[config.mk]
export PLATFORM = sky130hd
export DESIGN_NAME = weight_tile_gen
export DESIGN_NICKNAME = d
export VERILOG_FILES = /design/src/rtl/weight_tile_gen.sv
export SDC_FILE = /design/constraint.sdc
export NUM_CORES = 1
export LEC_CHECK = 0
export ABC_AREA = 0
export BUFFER_PORTS_ARGS = -buffer_cell sky130_fd_sc_hd__buf_2
export CORE_MARGIN = 2
export CORE_UTILIZATION = 40
export CTS_BUF_LIST = sky130_fd_sc_hd__clkbuf_4 sky130_fd_sc_hd__clkbuf_8
export DETAILED_ROUTE_END_ITERATION = 8
export PLACE_DENSITY = 0.69
export REMOVE_ABC_BUFFERS = 1
export SETUP_SLACK_MARGIN = 0.4
export SLEW_MARGIN = 20
export SYNTH_ARGS = -nofsm -noshare
export SYNTH_HDL_FRONTEND = slang
export SYNTH_SLANG_ARGS = --single-unit
[constraint.sdc]
create_clock -name clk -period 2.2 [get_ports clk]
set_input_delay 0.44 -clock clk [delete_from_list [all_inputs] [get_ports clk]]
set_output_delay 0.44 -clock clk [all_outputs]
set_load 0.02 [all_outputs]
[src/rtl/weight_tile_gen.sv]
// weight_tile_gen: walks an nT x nT block tile by tile, emitting angular or planar blend weights
// with a single registered valid/ready output stage.
module weight_tile_gen #(
    parameter int TILE     = 4,
    parameter int WW       = 8,
    parameter int MAX_LOG2 = 5
) (
    input  logic                      clk,
    input  logic                      rst_n,
    input  logic                      start,
    input  logic                      angle_or_planar,
    input  logic [2:0]                log2_size,
    output logic                      busy,
    input  logic                      in_valid,
    output logic                      in_ready,
    input  logic [TILE*TILE*5-1:0]    frac_in,
    output logic                      out_valid,
    input  logic                      out_ready,
    output logic [TILE*TILE*WW-1:0]   weight1,
    output logic [TILE*TILE*WW-1:0]   weight2,
    output logic [MAX_LOG2-1:0]       tile_x,
    output logic [MAX_LOG2-1:0]       tile_y,
    output logic                      last,
    output logic                      done
);
    localparam int LT = $clog2(TILE);
    localparam int NP = TILE * TILE;

    typedef enum logic [1:0] {IDLE, RUN, DRAIN} state_t;

    state_t                state_q, state_d;
    logic                  ang_q, ang_d;
    logic [2:0]            l_q, l_d, lsz_c;
    logic [MAX_LOG2-1:0]   tx_q, tx_d, ty_q, ty_d, ntm1;
    logic                  out_valid_q, last_q, tx_end, at_end, adv, load;
    logic [MAX_LOG2-1:0]   tile_x_q, tile_y_q;
    logic [NP*WW-1:0]      w1_q, w2_q, w1_d, w2_d;

    assign lsz_c  = log2_size > 3'(MAX_LOG2) ? 3'(MAX_LOG2)
                  : (log2_size < 3'(LT) ? 3'(LT) : log2_size);
    assign ntm1   = MAX_LOG2'((32'd1 << (l_q - 3'(LT))) - 32'd1);
    assign tx_end = tx_q == ntm1;
    assign at_end = tx_end & (ty_q == ntm1);
    assign adv    = (state_q == RUN) & (!out_valid_q | out_ready);
    assign load   = adv & (!ang_q | in_valid);

    assign in_ready  = adv & ang_q;
    assign busy      = state_q != IDLE;
    assign done      = (state_q == DRAIN) & out_valid_q & out_ready;
    assign out_valid = out_valid_q;
    assign last      = last_q;
    assign tile_x    = tile_x_q;
    assign tile_y    = tile_y_q;
    assign weight1   = w1_q;
    assign weight2   = w2_q;

    // Planar weights come from the origin of the tile being loaded (tx_q/ty_q), not the held one.
    for (genvar i = 0; i < NP; i++) begin : g_w
        logic [4:0] f;
        assign f = frac_in[i*5 +: 5];
        assign w1_d[i*WW +: WW] = ang_q ? WW'(f) : WW'(int'(tx_q) * TILE + i % TILE + 1);
        assign w2_d[i*WW +: WW] = ang_q ? WW'(6'd32 - {1'b0, f}) : WW'(int'(ty_q) * TILE + i / TILE + 1);
    end

    always_comb begin
        state_d = state_q;
        ang_d   = ang_q;
        l_d     = l_q;
        tx_d    = tx_q;
        ty_d    = ty_q;
        if (state_q == IDLE && start) begin
            state_d = RUN;
            ang_d   = angle_or_planar;
            l_d     = lsz_c;
            tx_d    = '0;
            ty_d    = '0;
        end
        if (load) begin
            tx_d    = tx_end ? '0 : tx_q + 1'b1;
            ty_d    = tx_end ? ty_q + 1'b1 : ty_q;
            state_d = at_end ? DRAIN : state_q;
        end
        if (done)
            state_d = IDLE;
    end

    always_ff @(posedge clk or negedge rst_n) begin
        if (!rst_n) begin
            state_q     <= IDLE;
            ang_q       <= 1'b0;
            l_q         <= '0;
            tx_q        <= '0;
            ty_q        <= '0;
            out_valid_q <= 1'b0;
            last_q      <= 1'b0;
            tile_x_q    <= '0;
            tile_y_q    <= '0;
            w1_q        <= '0;
            w2_q        <= '0;
        end else begin
            state_q     <= state_d;
            ang_q       <= ang_d;
            l_q         <= l_d;
            tx_q        <= tx_d;
            ty_q        <= ty_d;
            out_valid_q <= load | (out_valid_q & !out_ready);
            if (load) begin
                last_q   <= at_end;
                tile_x_q <= MAX_LOG2'(int'(tx_q) * TILE);
                tile_y_q <= MAX_LOG2'(int'(ty_q) * TILE);
                w1_q     <= w1_d;
                w2_q     <= w2_d;
            end
        end
    end
endmodule

# Yosys cells after proc, flatten, opt, wreduce, memory -nomap -nowiden
# Index checks and enable logic that the tools add are counted.
# Widths: inputs -> output; s select.
[classes]
n_addsub = 32
bitwise = 10
n_shift = 1
n_lt_le_gt_ge = 2
reduce_logical = 10
eq_ne = 6
mux = 43
[ops]
columns = ["operator", "count"]
rows = [
  ["$mux 8", 32],
  ["$sub 6x5->7 const A", 16],
  ["$add 7x2->8 const B", 4],
  ["$mux 5", 5],
  ["$add 8x1->8 const B", 3],
  ["$add 8x2->8 const B", 3],
  ["$add 7x1->8 const B", 2],
  ["$add 5x1->5 const B", 2],
  ["$eq 5x5->1", 2],
  ["$mux 2", 4],
  ["$and 1x1->1", 7],
  ["$mux 3", 2],
  ["$shl 1x3->5 const A", 1],
  ["$sub 5x1->5 const B", 1],
  ["$reduce_and 2->1", 2],
  ["$reduce_bool 2->1", 2],
  ["$gt 3x3->1 const B", 1],
  ["$logic_not 1->1", 3],
  ["$lt 3x2->1 const B", 1],
  ["$ne 3x3->1 const B", 1],
  ["$or 1x1->1", 3],
  ["$reduce_bool 3->1", 1],
  ["$sub 3x2->3 const B", 1],
  ["$eq 2x1->1 const B", 1],
  ["other kinds (4)", 4],
]
[word_totals]
in_bits = 89
reg_bits = 280
output_inout_bits = 271
word_cells = 115

# Logic depth before layout (Yosys ltp)
[logic_depth]
ltp_word = 8
depth_mapped = 9
mapped_depth_nobuf = 8

# Least setup slack after synthesis
# No wires, ideal clock.
[synth_path]
path_type = "register to register"
startpoint = "reg l_q[2]"
endpoint = "reg ty_q[3]"
required_ns = 2.130
t_arrival_ns = 2.165
path_slack_ns = -0.035
setup_time_ns = 0.070
stages_incl_launch_ff = 10
n_path_buf = 1
period_less_slack_ns = 2.235
cell_sequence = "dfrtp_1 buf_4 nor3b_2 inv_1 ha_1 xor2_1 xnor2_1 nand4_2 or4b_1 nand3_1"
[synth_via]
elab_chain_cells = 6
[synth_lines]
columns = ["element", "line", "rtl"]
rows = [
  ["start, declared", "33", "logic [2:0] l_q, l_d, lsz_c;"],
  ["start signal, assigned", "103", "l_q <= l_d;"],
  ["$sub 3x2->3", "41", "assign ntm1 = MAX_LOG2'((32'd1 << (l_q - 3'(LT))) - 32'd1);"],
  ["$shl 1x3->5", "41", ""],
  ["$sub 5x1->5", "41", ""],
  ["$eq 5x5->1", "42", "assign tx_end = tx_q == ntm1;"],
  ["$ne 2x2->1 (no source line)", "-", ""],
  ["$reduce_and 2->1 (no source line)", "-", ""],
  ["end signal, assigned", "105", "ty_q <= ty_d;"],
  ["end, declared", "34", "logic [MAX_LOG2-1:0] tx_q, tx_d, ty_q, ty_d, ntm1;"],
]
# No other way between the ends.
# A chain may end at the register's enable or synchronous reset.

# Worst setup path in the final report
[layout_path]
startpoint = "reg l_q[2]"
endpoint = "reg ty_q[4]"
# The elaborated chain is that of the path after synthesis.

==> summary.txt <==
Status
  • Status: finished clean

Worst setup path
  • Startpoint types: flip-flop
  • Crit path arrival time: 2.55 ns
  • Critical path fanouts, max: 4
  • Reg-to-reg startpoint: l_q[2]$_DFFE_PN0P_
  • Setup crit end kind: flip-flop
  • Critical R2R Capture: ty_q[4]$_DFFE_PN0P_
  • Worst reg-to-reg setup slack: approximately 0.038 ns
  • Worst r2r path cells: 9
  • Required time of the critical path: about 2.6 ns
  • Critical path type: reg2reg

GRT
  • First-pass GRT wire length: 46,700 um
  • Busiest grt layer: met2
  • Antenna violations before repair: 2
  • GRT Total Usage: a little under a quarter
  • GRT overflow: 0
  • Number of global-route vias before repair: a little over 8,000
  • Met3 Use GR: 5.14%
  • Largest net degree at the start of global routing: 76
  • Grt met1 use: a little under a third
  • Met2 Usage GRT: 37.7%

Final layout
  • Commonest cells after routing, fill and taps aside: 327 x buf_2, 197 x dfrtp_1, 168 x nand2_1
  • Final core occ: between 50 and 60%
  • Synthesis-to-finish area growth: 26.0%
  • Most common cell after layout, fill and taps aside: buf_2
  • Cell area after layout: 12,500 um^2
  • Layout Cells excl Fill: about 1,700
  • Total Nets Final: between 1,500 and 2,000
  • Layout cell share with drive strength beyond 1: 33.1%

Clock network
  • CTS Sinks: 200
  • # H-tree levels: 4
  • CTS max path bufs: 2
  • Clock latency on the worst-skew pair: 0.48 ns
  • CTS tree: yes
  • Clk root buf: clkbuf_8
  • Num CTS Buffers: 17
  • Reg clk slew, reported paths: between 0.1 and 0.15 ns

Hold path
  • Hold path start: angle_or_planar
  • Hold endpoint: ang_q$_DFFE_PN0P_
  • Hold Crit Depth: 3
  • Worst Hold Class: in2reg

Timing
  • Crit path time final: between 2 and 2.5 ns
  • Max-slew headroom: 39.5%
  • Final setup viols: 0
  • Clock Skews: between 0.015 and 0.02 ns
  • Final hold vios: 0
  • Fin crit share: roughly 100%
  • Max Transition Viols Final: 0
  • Setup TNS Final: 0 ns
  • Worst slew pin tran: ~0.9 ns
  • RSZ-0062 raised after global routing: true
  • Fmax: roughly 460 MHz

Logic synthesis
  • Syn_area_per_cell: between 9 and 10 um^2
  • Seq/Total Area, Yosys: a little over 50%
  • Cells after Synth: about 1,100
  • Fraction of registers with async set/reset: 100%
  • Yosys reg bits: 200
  • Most used DFF post-synth: dfrtp_1
  • Multiplexer share of the synthesized area: 0.403%
  • EDFF count, synth: 0
  • Synth cell types: 50
  • Largest family of logic cells by synthesized area: simple AND/OR/NAND/NOR gates
  • Synth Area in Adders: ~2.4%
  • Synth Area in Simple Gates: between 10% and 20%
  • XOR/XNOR Fraction of Synth Area: under 10%
  • YS warnings: 0
  • Cell Area, Synth: around 9900 um^2
  • Synth Area in Compound Gates: 14.6%

Route
  • Initial DRC Count: around 820
  • Pre-Repair DR Iteration Count: 5
  • Via count: just under 9,000
  • Antenna Nets Post-Route: 0
  • Wirelength, routed: roughly 32,000 um
  • Drt drc: 0
  • Routed wire per std cell: ~18 um
  • Post-DR vias/cell: just over 5

Job
  • Max Cap Violations: 0

Pwr
  • Leak: 6.28 nW
  • Pwr dens: approximately 1400 nW/um^2
  • Total power: 17.9 mW
  • Worst VDD drop: between 0.0008 and 0.0009 V

Floorplan
  • Starting Density: roughly 41%
  • Chip Width: roughly 160 um
  • Die area: approximately 26,000 um^2
  • Row cnt: 57
  • # IOs: 360
  • Die height: between 150 and 200 um
  • Core ar.: 24,300 um^2

Placed design
  • Gp weighted congestion: 0.882
  • Placed Cells: around 1,700
  • Post-placement cell area: roughly 12,000 um^2
  • Dpl hpwl: between 20,000 and 25,000 um
  • PortBufs: 331
[cell usage after synthesis (3+ instances only)]
| library cell | instances | area [um^2] |
|---|---|---|
| a21oi_1 | 129 | 646 |
| a22o_1 | 16 | 140 |
| and3_1 | 8 | 50.1 |
| buf_1 | 4 | 15.0 |
| buf_2 | 21 | 105 |
| buf_4 | 86 | 646 |
| clkbuf_1 | 36 | 135 |
| dfrtp_1 | 200 | 5000 |
| ha_1 | 19 | 238 |
| inv_1 | 42 | 158 |
| mux2i_1 | 4 | 40.0 |
| nand2_1 | 168 | 631 |
| nand2b_1 | 3 | 18.8 |
| nand3_1 | 22 | 110 |
| nand3b_1 | 4 | 30.0 |
| nor2_1 | 114 | 428 |
| nor2b_1 | 11 | 68.8 |
| nor3_1 | 12 | 60.1 |
| nor4_1 | 5 | 31.3 |
| o21ai_0 | 88 | 440 |
| o22a_1 | 8 | 70.1 |
| o22ai_1 | 3 | 18.8 |
| o31ai_1 | 6 | 45.0 |
| or3_1 | 4 | 25.0 |
| or3b_2 | 3 | 26.3 |
| xnor2_1 | 28 | 245 |
| xor2_1 | 29 | 254 |
[what timing repair did]
| action | 4_1_cts | 5_1_grt |
|---|---|---|
| endpoints found under the hold margin | 53 | 0 |
| setup endpoints to repair | 56 | 152 |
| cloned | 0 | 3 |
| pin swaps | 11 | 8 |
| resized for setup | 38 | 17 |
| setup buffers | 18 | 4 |
| hold buffers | 1 | 0 |
[layout make-up]
type / count / area (um^2)
diodes: 1 / 2.50
clock buffers: 20 / 269
clock inverters: 12 / 114
fillers: 2287 / 11800
inverters: 42 / 158
multi-input cells: 738 / 4150
flip-flops and latches: 200 / 5010
well taps: 324 / 405
repair buffers: 394 / 2390
[how the worst max path moves through the flow]
stage | start | end | slack [ns] | cells after the start
global route | l_q[0]$_DFFE_PN0P_ | ty_q[3]$_DFFE_PN0P_ | -0.12 | 8
floorplan | ang_q$_DFFE_PN0P_ | weight2[11]$_DFFE_PN0P_ | -4.15 | 4
CTS | l_q[2]$_DFFE_PN0P_ | ty_q[3]$_DFFE_PN0P_ | 0.03 | 8
finish | l_q[2]$_DFFE_PN0P_ | ty_q[4]$_DFFE_PN0P_ | 0.04 | 9
detailed placement | l_q[2]$_DFFE_PN0P_ | ty_q[4]$_DFFE_PN0P_ | -0.007 | 8
global placement | l_q[2]$_DFFE_PN0P_ | ty_q[0]$_DFFE_PN0P_ | 0.09 | 8
[critical path, cell delays in order, from the launching register on]
cell and delay, ns:
dfrtp_1 0.43, nor3b_2 0.21, inv_1 0.07, ha_2 0.19, xor2_1 0.17, xnor2_1 0.20, nand4_2 0.19, nor3_4 0.28
buf_4 0.16, mux2i_1 0.19
[registers in the layout (all words and copies together) (netlist names)]
signal / flops
ang_q: 1
l_q: 3
last: 1
out_valid: 1
state_q: 2
tile_x: 3
tile_y: 3
tx_q: 5
ty_q: 5
weight1: 77
weight2: 99
[report_power, final]
group | internal [mW] | total (mW) | switching [mW]
logic | 3.29 | 9.48 | 6.20
registers | 5.13 | 6.07 | 0.933
clock network | 0.892 | 2.32 | 1.43
total | 9.31 | 17.9 | 8.56
[per-stage QoR]
| stage | worst slack [ns] | hold slack [ns] |
|---|---|---|
| 3_5_place_dp | -0.00688 | 0.456 |
| 5_1_grt | -0.119 | 0.183 |
| 2_1_floorplan | -4.15 | 0.144 |
| 6_report | 0.0381 | 0.165 |
| 3_3_place_gp | 0.0907 | 0.457 |
| 4_1_cts | 0.0259 | 0.135 |
[cell families (layout without fill, tap and decap cells)]
| family | after synthesis | count (layout) |
|---|---|---|
| compound gates | 261 | 261 |
| xor+xnor | 59 | 59 |
| fa+ha+maj | 19 | 19 |
| buf+inv | 189 | 468 |
| flops | 200 | 200 |
| mux | 4 | 4 |
| other cells | 1 | 29 |
| simple gates | 366 | 367 |
[layer usage]
metal	vias to the layer above	share of wire, %
met2	355	48
met5	-	0.041
met1	4271	43
met3	35	7.2
li1	4138	-
met4	2	1.6
Power figures use the tool's default switching activity.
